<file path="config.mk">
export PLATFORM = sky130hd
export DESIGN_NAME = jpeg_sof_parser
export DESIGN_NICKNAME = d
export VERILOG_FILES = /design/src/rtl/jpeg_sof_parser.sv
export SDC_FILE = /design/constraint.sdc
export NUM_CORES = 1
export LEC_CHECK = 0
export CORE_MARGIN = 2
export CORE_UTILIZATION = 52
export DETAILED_ROUTE_END_ITERATION = 8
export PLACE_DENSITY = 0.76
export SLEW_MARGIN = 5
export SYNTH_ARGS = -nofsm -noshare
export SYNTH_HDL_FRONTEND = slang
export SYNTH_SLANG_ARGS = --single-unit
</file>
<file path="constraint.sdc">
create_clock -name clk -period 4.89 [get_ports clk]
set_clock_uncertainty 0.1 [all_clocks]
set_input_delay 0.978 -clock clk [delete_from_list [all_inputs] [get_ports clk]]
set_output_delay 0.978 -clock clk [all_outputs]
set_load 0.02 [all_outputs]
</file>
<file path="src/rtl/jpeg_sof_parser.sv">
// Byte-serial JPEG SOF0/SOF1 frame header parser. Stores per-component sampling and
// quantiser selection, validates the header and derives the MCU grid.
module jpeg_sof_parser #(
  parameter int unsigned MAX_COMP = 4,
  parameter int unsigned MCU_BITS = 13
) (
  input  logic                  clk,
  input  logic                  rst,
  input  logic                  sof_start,
  input  logic                  frm_clr,
  input  logic [7:0]            in_data,
  input  logic                  in_valid,
  output logic                  in_ready,
  output logic                  co_en,
  output logic                  co_err,
  output logic [2:0]            co_err_code,
  output logic [15:0]           co_width,
  output logic [15:0]           co_height,
  output logic [2:0]            co_ncomp,
  output logic [3*MAX_COMP-1:0] co_hfac,
  output logic [3*MAX_COMP-1:0] co_vfac,
  output logic [2*MAX_COMP-1:0] co_qt,
  output logic [2:0]            co_hmax,
  output logic [2:0]            co_vmax,
  output logic [3:0]            co_blk_per_mcu,
  output logic [MCU_BITS-1:0]   co_mcu_w,
  output logic [MCU_BITS-1:0]   co_mcu_h
);

  localparam logic [3:0] StIdle  = 4'd0,  StLenHi = 4'd1,  StLenLo = 4'd2,  StPrec = 4'd3;
  localparam logic [3:0] StYHi   = 4'd4,  StYLo   = 4'd5,  StXHi   = 4'd6,  StXLo  = 4'd7;
  localparam logic [3:0] StNf    = 4'd8,  StCId   = 4'd9,  StCHv   = 4'd10, StCTq  = 4'd11;
  localparam logic [3:0] StCalc  = 4'd12, StDone  = 4'd13, StErr   = 4'd14;

  logic [3:0]            st_q, st_d;
  logic [2:0]            comp_q, comp_d;
  logic [15:0]           lf_q, lf_d;
  logic                  en_q, en_d, err_q, err_d;
  logic [2:0]            code_q, code_d;
  logic [15:0]           width_q, width_d, height_q, height_d;
  logic [2:0]            ncomp_q, ncomp_d;
  logic [3*MAX_COMP-1:0] hfac_q, hfac_d, vfac_q, vfac_d;
  logic [2*MAX_COMP-1:0] qt_q, qt_d;
  logic [2:0]            hmax_q, hmax_d, vmax_q, vmax_d;
  logic [3:0]            blk_q, blk_d;
  logic [MCU_BITS-1:0]   mcu_w_q, mcu_w_d, mcu_h_q, mcu_h_d;

  logic                  fail;
  logic [2:0]            fail_code;
  logic [3:0]            h_fac, v_fac;
  logic [4:0]            blk_sum;

  function automatic logic fac_ok(input logic [3:0] f);
    return (f == 4'd1) || (f == 4'd2) || (f == 4'd4);
  endfunction

  // ceil(val / (8*fac)); fac is one of 1/2/4, so log2 is just its upper two bits.
  function automatic logic [15:0] ceil_div(input logic [15:0] val, input logic [2:0] fac);
    logic [2:0]  sh;
    logic [15:0] mask;
    sh   = 3'd3 + {1'b0, fac[2], fac[1]};
    mask = (16'd1 << sh) - 16'd1;
    return (val >> sh) + {15'd0, |(val & mask)};
  endfunction

  assign h_fac    = in_data[7:4];
  assign v_fac    = in_data[3:0];
  assign blk_sum  = {1'b0, blk_q} + ({2'b00, h_fac[2:0]} * {2'b00, v_fac[2:0]});
  assign in_ready = (st_q >= StLenHi) && (st_q <= StCTq);

  always_comb begin
    st_d = st_q;  comp_d = comp_q;  lf_d = lf_q;
    en_d = en_q;  err_d = err_q;  code_d = code_q;
    width_d = width_q;  height_d = height_q;  ncomp_d = ncomp_q;
    hfac_d = hfac_q;  vfac_d = vfac_q;  qt_d = qt_q;
    hmax_d = hmax_q;  vmax_d = vmax_q;  blk_d = blk_q;
    mcu_w_d = mcu_w_q;  mcu_h_d = mcu_h_q;
    fail = 1'b0;
    fail_code = 3'd0;

    if (in_valid && in_ready) begin
      case (st_q)
        StLenHi: begin lf_d[15:8] = in_data;  st_d = StLenLo; end
        StLenLo: begin lf_d[7:0] = in_data;  st_d = StPrec; end
        StPrec: begin
          if (in_data != 8'd8) begin fail = 1'b1;  fail_code = 3'd1; end
          else st_d = StYHi;
        end
        StYHi: begin height_d[15:8] = in_data;  st_d = StYLo; end
        StYLo: begin height_d[7:0] = in_data;  st_d = StXHi; end
        StXHi: begin width_d[15:8] = in_data;  st_d = StXLo; end
        StXLo: begin width_d[7:0] = in_data;  st_d = StNf; end
        StNf: begin
          ncomp_d = in_data[2:0];
          if (in_data == 8'd0 || in_data == 8'd2 || in_data > 8'(MAX_COMP)) begin
            fail = 1'b1;  fail_code = 3'd2;
          end else if (lf_q != 16'd8 + 16'd3 * {8'd0, in_data}) begin
            fail = 1'b1;  fail_code = 3'd5;
          end else if (width_q == 16'd0 || height_q == 16'd0) begin
            fail = 1'b1;  fail_code = 3'd6;
          end else begin
            comp_d = 3'd0;
            st_d   = StCId;
          end
        end
        StCId: st_d = StCHv;
        StCHv: begin
          if (!fac_ok(h_fac) || !fac_ok(v_fac)) begin
            fail = 1'b1;  fail_code = 3'd3;
          end else begin
            for (int unsigned i = 0; i < MAX_COMP; i++) begin
              if (comp_q == 3'(i)) begin
                hfac_d[3*i +: 3] = h_fac[2:0];
                vfac_d[3*i +: 3] = v_fac[2:0];
              end
            end
            if (h_fac[2:0] > hmax_q) hmax_d = h_fac[2:0];
            if (v_fac[2:0] > vmax_q) vmax_d = v_fac[2:0];
            blk_d = (blk_sum > 5'd15) ? 4'd15 : blk_sum[3:0];
            st_d  = StCTq;
          end
        end
        StCTq: begin
          if (in_data > 8'd3) begin
            fail = 1'b1;  fail_code = 3'd4;
          end else begin
            for (int unsigned i = 0; i < MAX_COMP; i++) begin
              if (comp_q == 3'(i)) qt_d[2*i +: 2] = in_data[1:0];
            end
            if (comp_q == ncomp_q - 3'd1) st_d = StCalc;
            else begin
              comp_d = comp_q + 3'd1;
              st_d   = StCId;
            end
          end
        end
        default: ;
      endcase
    end

    if (st_q == StCalc) begin
      mcu_w_d = MCU_BITS'(ceil_div(width_q, hmax_q));
      mcu_h_d = MCU_BITS'(ceil_div(height_q, vmax_q));
      if (blk_q > 4'd10) begin
        fail = 1'b1;  fail_code = 3'd7;
      end else begin
        en_d = 1'b1;
        st_d = StDone;
      end
    end

    if (fail) begin
      st_d = StErr;  err_d = 1'b1;  code_d = fail_code;
    end

    // A new SOF always restarts from a clean slate, including the running maxima/sums.
    if (sof_start) begin
      st_d = StLenHi;  comp_d = '0;  lf_d = '0;
      en_d = 1'b0;  err_d = 1'b0;  code_d = '0;
      width_d = '0;  height_d = '0;  ncomp_d = '0;
      hfac_d = '0;  vfac_d = '0;  qt_d = '0;
      hmax_d = '0;  vmax_d = '0;  blk_d = '0;
      mcu_w_d = '0;  mcu_h_d = '0;
    end
  end

  always_ff @(posedge clk) begin
    if (!rst || frm_clr) begin
      st_q <= StIdle;  comp_q <= '0;  lf_q <= '0;
      en_q <= 1'b0;  err_q <= 1'b0;  code_q <= '0;
      width_q <= '0;  height_q <= '0;  ncomp_q <= '0;
      hfac_q <= '0;  vfac_q <= '0;  qt_q <= '0;
      hmax_q <= '0;  vmax_q <= '0;  blk_q <= '0;
      mcu_w_q <= '0;  mcu_h_q <= '0;
    end else begin
      st_q <= st_d;  comp_q <= comp_d;  lf_q <= lf_d;
      en_q <= en_d;  err_q <= err_d;  code_q <= code_d;
      width_q <= width_d;  height_q <= height_d;  ncomp_q <= ncomp_d;
      hfac_q <= hfac_d;  vfac_q <= vfac_d;  qt_q <= qt_d;
      hmax_q <= hmax_d;  vmax_q <= vmax_d;  blk_q <= blk_d;
      mcu_w_q <= mcu_w_d;  mcu_h_q <= mcu_h_d;
    end
  end

  assign co_en          = en_q;
  assign co_err         = err_q;
  assign co_err_code    = code_q;
  assign co_width       = width_q;
  assign co_height      = height_q;
  assign co_ncomp       = ncomp_q;
  assign co_hfac        = hfac_q;
  assign co_vfac        = vfac_q;
  assign co_qt          = qt_q;
  assign co_hmax        = hmax_q;
  assign co_vmax        = vmax_q;
  assign co_blk_per_mcu = blk_q;
  assign co_mcu_w       = mcu_w_q;
  assign co_mcu_h       = mcu_h_q;

endmodule

</file>
==> metrics.md <==
| Metric | Value |
|---|---|
| Number of antenna violations at the first check in global routing | `0` |
| Post-synthesis instance total | `917` |
| Fraction of the cycle the final worst path needs | `86.76%` |
| Startpoint-to-endpoint class of the critical path | `in -> reg` |
| Accumulated negative setup slack | `0 ps` |
| Total of fill cells in the finished design | `about 1.2k` |
| Max Clock Freq | `235.7 MHz` |
| Power after layout | `2640 uW` |
| Element type at the critical path start | `input port` |
| Drt via density | `5.678` |
| Die Y-Extent | `125.7 um` |
| Final hold viol count | `0` |
| Number of clock buffers inserted by TritonCTS | `17` |
| Slew Viols, Final | `0` |
| CTS sink cnt | `131` |
| Post-synth EDFFs | `0` |
| Vias in the first global route | `~6.5k` |
| Remaining Overflow, GRT | `0` |
| Root buffer selected by CTS | `sky130_fd_sc_hd__clkbuf_16` |
| Final weighted congestion in routability-driven placement | `0.9543` |
| Fraction of layout cells with a size suffix above 1 | `~8.6%` |
| Number of nets at the end of the flow | `roughly 1.1k` |
| Worst relative slew slack | `between 30% and 40%` |
| Clock network latency to the later pin of the worst-skew pair | `between 400 and 500 ps` |
| Type of element capturing the critical path | `flip-flop` |
| Total inserted antenna cells | `0` |
| Worst hold-check path type | `reg -> reg` |
| Quantity of hold-fixing buffers added after cts | `0` |
| Setup Fix Bufs, Post-CTS | `0` |
| Max H-tree Level | `4` |
| Horizontal extent of the die | `125.7 um` |
| Final routed wire length divided by cell count | `16.72 um` |
| DRC Markers | `0` |
| Port buffer count | `around 120` |
| Status | `complete, no violations` |
| Max incr delay on CP | `670 ps` |
| Number of max-cap violations | `0` |
| Synth Register Bits | `131` |
| Initial Utilization | `53.20%` |
| Violation count after the first detailed-route iteration | `671` |
| Post-cts sizing count | `0` |
| Max clock buf depth | `2` |
| Average instance area after synthesis | `8.400 um^2` |
| Synth unique cells | `64` |
| Slowest library cell on the worst path | `sky130_fd_sc_hd__or4b_1` |
| Worst-margin pin slew | `1017 ps` |
| Share of async-settable or async-resettable flops after synthesis | `0%` |
| Number of core rows | `44` |
| Number of failing setup endpoints in the final timing report | `0` |
| Clock-pin slew on the worst setup and hold paths | `60 ps` |
| Post-detailed-placement half-perimeter wirelength | `between 10000 and 15000 um` |
| Total number of yosys warnings | `0` |
| Total track usage | `26.46%` |
| Proportion of synthesized chip area in sequential cells | `34.05%` |
| Detail Route Antenna Nets | `0` |
| Main synth FF type | `sky130_fd_sc_hd__dfxtp_1` |
| Largest net degree at the start of global routing | `73` |
| Area Overhead vs Synth | `26.97%` |
| Worst Path Arrival | `about 4400 ps` |
| Std-Cell Core Area | `0.01448 mm^2` |
| Unrepaired setup endpoints after global routing | `false` |
| Routed wire length | `20590 um` |
| CP cell instances | `clkdlybuf4s50_1 > ha_1 > ha_1 > fa_1 > xnor2_1 > xnor2_1 > nor4_1 > nand4_1 > or4b_1 > a21oi_1 > a21oi_1` |
| Post-Syn Area | `0.007702 mm^2` |
| Count of TritonRoute iterations in the first routing pass | `5` |
| Maximum fanout encountered on the critical timing path | `6` |
| TritonCTS clock tree | `done` |
| Peak supply drop | `288.1 uV` |
| Power density relative to cell area | `between 200 and 300 mW/mm^2` |
| Crit path max-delay family | `simple AND/OR/NAND/NOR gates` |
| Global-route wire length before repair | `between 30000 and 40000 um` |
| IO Count | `122` |
| Post-route minimum period | `around 4200 ps` |
| Die area | `0.01580 mm^2` |
| Crit path buf inv count | `1` |
| Leak Pwr | `about 0.0036 uW` |
| Worst EP required | `5060 ps` |
| Total number of vias | `6995` |
[state kept, by name (all words and copies together), names as in the netlist, 4 cells and up]
name,flops
co_vfac,12
co_hfac,12
co_height,16
co_blk_per_mcu,4
st_q,4
co_mcu_w,13
co_mcu_h,13
lf_q,16
co_width,16
co_qt,8
[cell families (layout without fill, tap and decap cells)]
kind of cell               count (synthesis)  in the layout  share of synthesized area (%)
and+or+nand+nor                          343            343                          20.09
DFF                                      131            131                          34.05
buffers and inverters                     97            224                          5.003
adders and majority gates                 63             63                          10.72
other                                      2              6                        0.09750
AOI/OAI and AO/OA                        172            172                          14.20
muxes                                     69             69                          11.29
xor gates and xnor gates                  40             40                          4.548
[cell type report]
class,count,area (um^2),area share [%]
Sequential cell,131,2623,26.82
Clock inverter,11,173.9,1.778
Tap cell,184,230.2,2.354
Inverter,47,176.4,1.804
Clock buffer,21,470.5,4.811
Timing Repair Buffer,145,1391,14.23
Multi-Input combinational cell,693,4715,48.21
[cell usage in the layout (no fill, tap or decap), types with 11 or more instances in the layout]
master and instances:
sky130_fd_sc_hd__nor2_1 144, sky130_fd_sc_hd__dfxtp_1 131, sky130_fd_sc_hd__clkdlybuf4s50_1 121, sky130_fd_sc_hd__nand2_1 85, sky130_fd_sc_hd__a21oi_1 76, sky130_fd_sc_hd__ha_1 58, sky130_fd_sc_hd__mux2i_1 52, sky130_fd_sc_hd__inv_1 47
sky130_fd_sc_hd__nand3_1 39, sky130_fd_sc_hd__xnor2_1 26, sky130_fd_sc_hd__a211oi_1 24, sky130_fd_sc_hd__buf_4 24, sky130_fd_sc_hd__o21ai_0 19, sky130_fd_sc_hd__clkbuf_16 17, sky130_fd_sc_hd__mux4_2 14, sky130_fd_sc_hd__xor2_1 14
sky130_fd_sc_hd__nor2b_1 13, sky130_fd_sc_hd__nor3_1 11
[cell usage after synthesis, types with 3 or more instances]
| master | number | area share (%) |
|---|---|---|
| sky130_fd_sc_hd__mux4_2 | 14 | 4.1 |
| sky130_fd_sc_hd__o41ai_1 | 3 | 0.34 |
| sky130_fd_sc_hd__or3_1 | 5 | 0.41 |
| sky130_fd_sc_hd__mux2_2 | 3 | 0.44 |
| sky130_fd_sc_hd__nand3_1 | 39 | 2.5 |
| sky130_fd_sc_hd__o21ai_0 | 19 | 1.2 |
| sky130_fd_sc_hd__a211oi_1 | 24 | 2.3 |
| sky130_fd_sc_hd__a21o_1 | 4 | 0.39 |
| sky130_fd_sc_hd__nand2_1 | 85 | 4.1 |
| sky130_fd_sc_hd__a31oi_1 | 7 | 0.57 |
| sky130_fd_sc_hd__a21boi_0 | 3 | 0.29 |
| sky130_fd_sc_hd__and3_1 | 4 | 0.32 |
| sky130_fd_sc_hd__nor2b_1 | 13 | 1.1 |
| sky130_fd_sc_hd__nor3_1 | 11 | 0.71 |
| sky130_fd_sc_hd__o22ai_1 | 3 | 0.24 |
| sky130_fd_sc_hd__mux2i_1 | 52 | 6.8 |
| sky130_fd_sc_hd__nand4_1 | 9 | 0.73 |
| sky130_fd_sc_hd__xnor2_1 | 26 | 3.0 |
| sky130_fd_sc_hd__o21a_1 | 4 | 0.39 |
| sky130_fd_sc_hd__inv_1 | 47 | 2.3 |
| sky130_fd_sc_hd__o2111ai_1 | 3 | 0.34 |
| sky130_fd_sc_hd__o221a_2 | 3 | 0.44 |
| sky130_fd_sc_hd__buf_2 | 10 | 0.65 |
| sky130_fd_sc_hd__dfxtp_1 | 131 | 34 |
| sky130_fd_sc_hd__nor4_1 | 9 | 0.73 |
| sky130_fd_sc_hd__nor2_1 | 145 | 7.1 |
| sky130_fd_sc_hd__nand2b_1 | 5 | 0.41 |
| sky130_fd_sc_hd__a21oi_1 | 76 | 4.9 |
| sky130_fd_sc_hd__clkbuf_1 | 37 | 1.8 |
| sky130_fd_sc_hd__or2_2 | 3 | 0.24 |
| sky130_fd_sc_hd__a311oi_1 | 3 | 0.34 |
| sky130_fd_sc_hd__ha_1 | 58 | 9.4 |
| sky130_fd_sc_hd__fa_1 | 5 | 1.3 |
| sky130_fd_sc_hd__xor2_1 | 14 | 1.6 |
[per-layer routing]
metal,global-route usage [%],up-vias,routed length (um)
met5,0,-,0
met2,42.54,240,9595
li1,-,3434,-
met4,8.431,0,421
met3,5.310,34,1402
met1,35.92,3287,9174
[tightest hold or removal path: cells and delay by family (launching register included)]
kind	cells	cell delay [ps]
flops	1	310
simple gates	1	50
compound gates	1	50
[worst paths after layout]
path | startpoint | endpoint | slack (ps) | cells past startpoint
hold reg to reg | co_mcu_w[1] | co_mcu_w[1] | 350 | 2
hold / removal | co_mcu_w[1] | co_mcu_w[1] | 350 | 2
setup reg to reg | co_hmax[2] | co_mcu_w[12] | 1310 | 16
setup / recovery | in_data[1] | st_q[3] | 650 | 11
[power breakdown]
group	total [uW]	internal, uW	switching [uW]
registers	1070	1070	1.76
logic	187	73.6	114
clock network	1380	896	486
total	2640	2040	601
[through the flow]
step | cell area (um^2) | hold WS (ps) | util [%] | instances | setup slack (ps)
after floorplan | 7717 | 355.0 | - | 921 | 796.0
after global placement | 9135 | 334.8 | 63.09 | 1200 | 289.2
after detailed placement | 9135 | 334.9 | 63.09 | 1200 | 223.7
after CTS | 9779 | 354.9 | 67.54 | 1232 | 664.3
after global routing | 9779 | 369.0 | 67.54 | 1232 | 397.8
final | 9779 | 354.3 | 67.54 | 1232 | 647.2
Note: power is estimated with default switching activity, not from simulation.
==> variant 1 (same flow settings) <==
Change the parameter `MCU_BITS` from 13 to 17.
--- a/src/rtl/jpeg_sof_parser.sv
+++ b/src/rtl/jpeg_sof_parser.sv
@@ -2,7 +2,7 @@
 // quantiser selection, validates the header and derives the MCU grid.
 module jpeg_sof_parser #(
   parameter int unsigned MAX_COMP = 4,
-  parameter int unsigned MCU_BITS = 13
+  parameter int unsigned MCU_BITS = 17
 ) (
   input  logic                  clk,
   input  logic                  rst,
Interface: changed (resized co_mcu_h and co_mcu_w); port bits go from 122 to 130. No check against the original RTL was run, so the function may have changed too.
==> variant 1 against the unedited design <==
- setup slack worse by 0.13 ns
- area after synthesis is 3.1% higher
- combinational power is 4% higher
- maximum frequency is 3.0% lower
- routed wire length is 4.2% higher
- sequential cell count is 2 higher
- final area is 1.9% higher
- clock power is 8% lower
- total power is 3.5% lower
- largest cell class unchanged
==> variant 1: results (changes against the unedited design) <==
[global_routing]
grt_pass1_vias = 6696  ; +2.6%
grt_pass1_wl_microns = 34600  ; +1.9%
grt_max_degree = 59  ; -19%
grt_usage = 0.265  ; +0.000418

[worst_setup_path]
crit_family = compound AO/OA/AOI/OAI gates
crit_fanout = 8  ; +2
worstSetupEndpoint = st_q[1]
max_stage_delay_ns = 0.53  ; -0.14 ns
r2r_cells = 19  ; +3
worst_path_max_delay_cell = clkdlybuf4s50_1
r2r_slack_ns = 1.17  ; -0.14 ns
r2r-end = co_mcu_h[12]

[logic_synthesis]
seq_area_frac_synth = 0.335  ; -0.00510
yosysUniqueCellTypes = 60  ; -6.3%
syn_inst = 958  ; +4.5%
netlist_top_cells_count = 135 x nor2_1, 133 x dfxtp_1, 101 x nand2_1

[placed_design]
place_area_sq_um = 9390  ; +2.8%
pre_cts_ws_ns = 0.131  ; -0.0931 ns
dp.cells = 1242  ; +3.5%
dpl.hpwl_microns = 15300  ; +4.7%

[drt]
drt-initial-drc-count = 622  ; -7.3%
dr.pass1.iters = 6  ; +1

[timing]
relSlewSlack = 0.246  ; -0.0734
max_freq_mhz = 229  ; -3.0%

[layout]
final_core_util = 0.663  ; -0.0126
nFillCells = 1260  ; +5.1%

[pwr]
power_density_nw_per_um2 = 256  ; -5.3%
vdd_drop_max_uv = 238  ; -18%

[run_status]
outcome = finished clean

## variant 1: changes by cell type in the layout (fill, tap and decap cells not counted), sizes merged, moves of 5 or more
cell,change
nor2,-10
inv,+10
nand2,+16
o31a,+5
a21oi,+7
nand3,+9
xor2,+5
xnor2,-6
mux2i,-7
## variant 1: worst min path at each step
stage	from	endpoint	slack (ns)	cells after the start
2_1_floorplan	lf_q[12]	lf_q[12]	0.36	2
3_3_place_gp	co_mcu_w[10]	co_mcu_w[10]	0.34	2
3_5_place_dp	co_vfac[5]	co_vfac[5]	0.35	2
6_report	co_mcu_w[10]	co_mcu_w[10]	0.35	2
4_1_cts	co_mcu_w[10]	co_mcu_w[10]	0.35	2
5_1_grt	co_mcu_w[10]	co_mcu_w[10]	0.37	2
## variant 1: cell type report
class	count	area share
flip-flops and latches	133	0.267
well taps	188	0.0236
multi-input cells	716	0.487
clock inverters	13	0.0151
repair buffers	150	0.144
clock buffers	17	0.0427
inverters	55	0.0207
## variant 1: cell families (layout without fill, tap and decap cells)
logic type / count (synthesis) / count (layout) / share of synthesized area
buffers and inverters: 117 / 235 / 0.0597
AOI/OAI and AO/OA: 179 / 179 / 0.144
adders and majority gates: 65 / 65 / 0.107
muxes: 64 / 64 / 0.108
and+or+nand+nor: 359 / 359 / 0.202
DFF: 133 / 133 / 0.335
xor gates and xnor gates: 39 / 39 / 0.0430
other: 2 / 10 / 0.000946
## variant 1: per-layer routing
layer | vias to the layer above | track usage | part of all wire
li1 | 3539 | - | -
met1 | 3444 | 0.354 | 0.45
met2 | 249 | 0.442 | 0.48
met3 | 41 | 0.0402 | 0.047
met4 | 0 | 0.0866 | 0.022
met5 | - | 0 | 0
## variant 1: power groups by stage
| stage | Sequential, mW | Clock, mW | Combinational, mW |
|---|---|---|---|
| 6_report | 1.09 | 1.27 | 0.194 |
| 2_1_floorplan | 1.11 | 0 | 0.133 |
| 4_1_cts | 1.09 | 1.27 | 0.192 |
| 3_3_place_gp | 1.11 | 0 | 0.187 |
| 3_5_place_dp | 1.11 | 0 | 0.191 |
| 5_1_grt | 1.09 | 1.32 | 0.214 |
## variant 1: worst min-delay path, delay by kind of cell, from the launching register on
| family | cells | cell delay [ns] |
|---|---|---|
| AO/OA/AOI/OAI | 1 | 0.05 |
| AND/OR/NAND/NOR | 1 | 0.05 |
| flip-flops | 1 | 0.31 |
==> variant 2 (same flow settings) <==
Made on the original files. Put one more register stage on the output `co_err_code`. The value now appears one clock later. The other outputs are not delayed to match.
--- a/src/rtl/jpeg_sof_parser.sv
+++ b/src/rtl/jpeg_sof_parser.sv
@@ -184,7 +184,9 @@
 
   assign co_en          = en_q;
   assign co_err         = err_q;
-  assign co_err_code    = code_q;
+  always_ff @(posedge clk) begin
+    co_err_code <= code_q;
+  end
   assign co_width       = width_q;
   assign co_height      = height_q;
   assign co_ncomp       = ncomp_q;
Function: changed (a bounded check fails within 10 cycles, from zero or initial values).
==> variant 2 against the unedited design <==
- via count rose by 2.4%
- first-iteration DRC count decreased by 14%
- sequential cell count up 3
- worst hold slack got worse by 0.10 ns
- total power decreased by 3.1%
- critical path depth grew 1
- area after synthesis is 2.7% higher
- routed wire length is 4.9% higher
- setup slack improved by 0.13 ns
- non-clock buffer count is 1 lower
- global-route usage is 0.54 points higher
- final area up 1.4%
- die area increased by 2.6%
==> variant 2: results (changes against the unedited design) <==
[run_status]
outcome = finished clean

[layout]
drive_gt1_frac = 0.0865  ; +0.000624
mostFrequentLayoutCell = dfxtp_1
final_core_util = 0.660  ; -0.0156
nets = 1116  ; +0.45%
nFillCells = 1238  ; +3.3%

[timing]
hold_slack_ns = 0.252  ; -0.102 ns
worst_slack_ns = 0.781  ; +0.134 ns
relSlewSlack = 0.385  ; +0.0657

[global_routing]
grt_pass1_wl_microns = 34800  ; +2.6%
grt_usage = 0.270  ; +0.00535
grt_max_degree = 72  ; -1.4%
grt_pass1_vias = 6617  ; +1.3%

[placed_design]
dpl.hpwl_microns = 15600  ; +6.2%
pre_cts_ws_ns = 0.434  ; +0.211 ns
place_area_sq_um = 9340  ; +2.2%
gp_congestion = 0.948  ; -0.63%
dp.cells = 1209  ; +0.75%

[cts]
postCtsResizedCells = 0  ; unchanged
clk-insertion-delay-late_ns = 0.42  ; about the same
cts_buffer_depth = 2  ; unchanged

[logic_synthesis]
seq_area_frac_synth = 0.339  ; -0.00145
synth.area.top_cells = dfxtp_1 34%, ha_1 9.2%, nor2_1 6.3%
synth-async-reset-ratio = 0  ; unchanged
netlist_top_cells_count = 134 x dfxtp_1, 133 x nor2_1, 86 x nand2_1
syn_inst = 928  ; +1.2%
yosysUniqueCellTypes = 75  ; +17%

[drt]
dr.pass1.iters = 6  ; +1
num_vias = 7163  ; +2.4%
wl_microns = 21600  ; +4.9%
wl_per_cell_microns = 17.4  ; +4.2%
drt-initial-drc-count = 577  ; -14%

[pwr]
switching_share = 0.232  ; +0.00440
leakage_nw = 3.53  ; -0.84%
vdd_drop_max_uv = 308  ; +6.9%

[worst_setup_path]
worstPathArrival_ns = 4.27  ; -0.15 ns
r2r_slack_ns = 1.25  ; -0.06 ns
crit_fanout = 8  ; +2

==> variant 2: cell types whose count changed in the layout (fill, tap and decap cells not counted), moves of 4 or more <==
cell / delta
mux2i_1: -14
nor2_1: -11
xnor2_1: -10
xor2_1: +8
a21oi_1: +6
inv_1: -6
nand3_1: +6
a31oi_1: -4
==> variant 2: final timing paths <==
path / from / to / cells after the start
setup / recovery: in_data[1] / comp_q[0] / 12
hold / removal: code_q[1] / co_err_code[1] / 0
setup reg to reg: co_vmax[1] / co_mcu_h[12] / 19
hold reg to reg: code_q[1] / co_err_code[1] / 0
==> variant 2: per-layer routing <==
layer	global-route usage	part of all wire	vias up
met5	0	0	-
met4	0.0957	0.026	0
met1	0.354	0.44	3383
li1	-	-	3504
met3	0.0494	0.058	40
met2	0.448	0.48	236
==> variant 2: power by group through the flow <==
| stage | Sequential (mW) | Combinational [mW] | Clock [mW] |
|---|---|---|---|
| after floorplan | 1.12 | 0.123 | 0 |
| after global placement | 1.12 | 0.186 | 0 |
| after detailed placement | 1.12 | 0.188 | 0 |
| after CTS | 1.09 | 0.191 | 1.29 |
| after global routing | 1.09 | 0.212 | 1.33 |
| final | 1.09 | 0.193 | 1.27 |
==> variant 2: layout make-up <==
type,count,area share
multi-input cells,696,0.488
flip-flops and latches,134,0.270
clock inverters,8,0.00971
clock buffers,23,0.0492
inverters,47,0.0178
well taps,188,0.0237
repair buffers,144,0.141
==> variant 2: critical path: stages <==
cell and delay, ns:
clkdlybuf4s50_1 0.55, buf_4 0.21, ha_1 0.19, ha_1 0.20
fa_1 0.44, xor2_1 0.16, nor4_1 0.29, nand4_1 0.17
nand3b_1 0.32, o41a_1 0.46, o21ai_0 0.20, a21oi_1 0.09
==> variant 2: cell families after synthesis <==
family          after synthesis  synth area share
compound gates              186             0.158
xor+xnor                     38            0.0421
fa+ha+maj                    63             0.104
buf+inv                     102            0.0515
flops                       134             0.339
mux                          59             0.105
other cells                   2          0.000949
simple gates                344             0.199
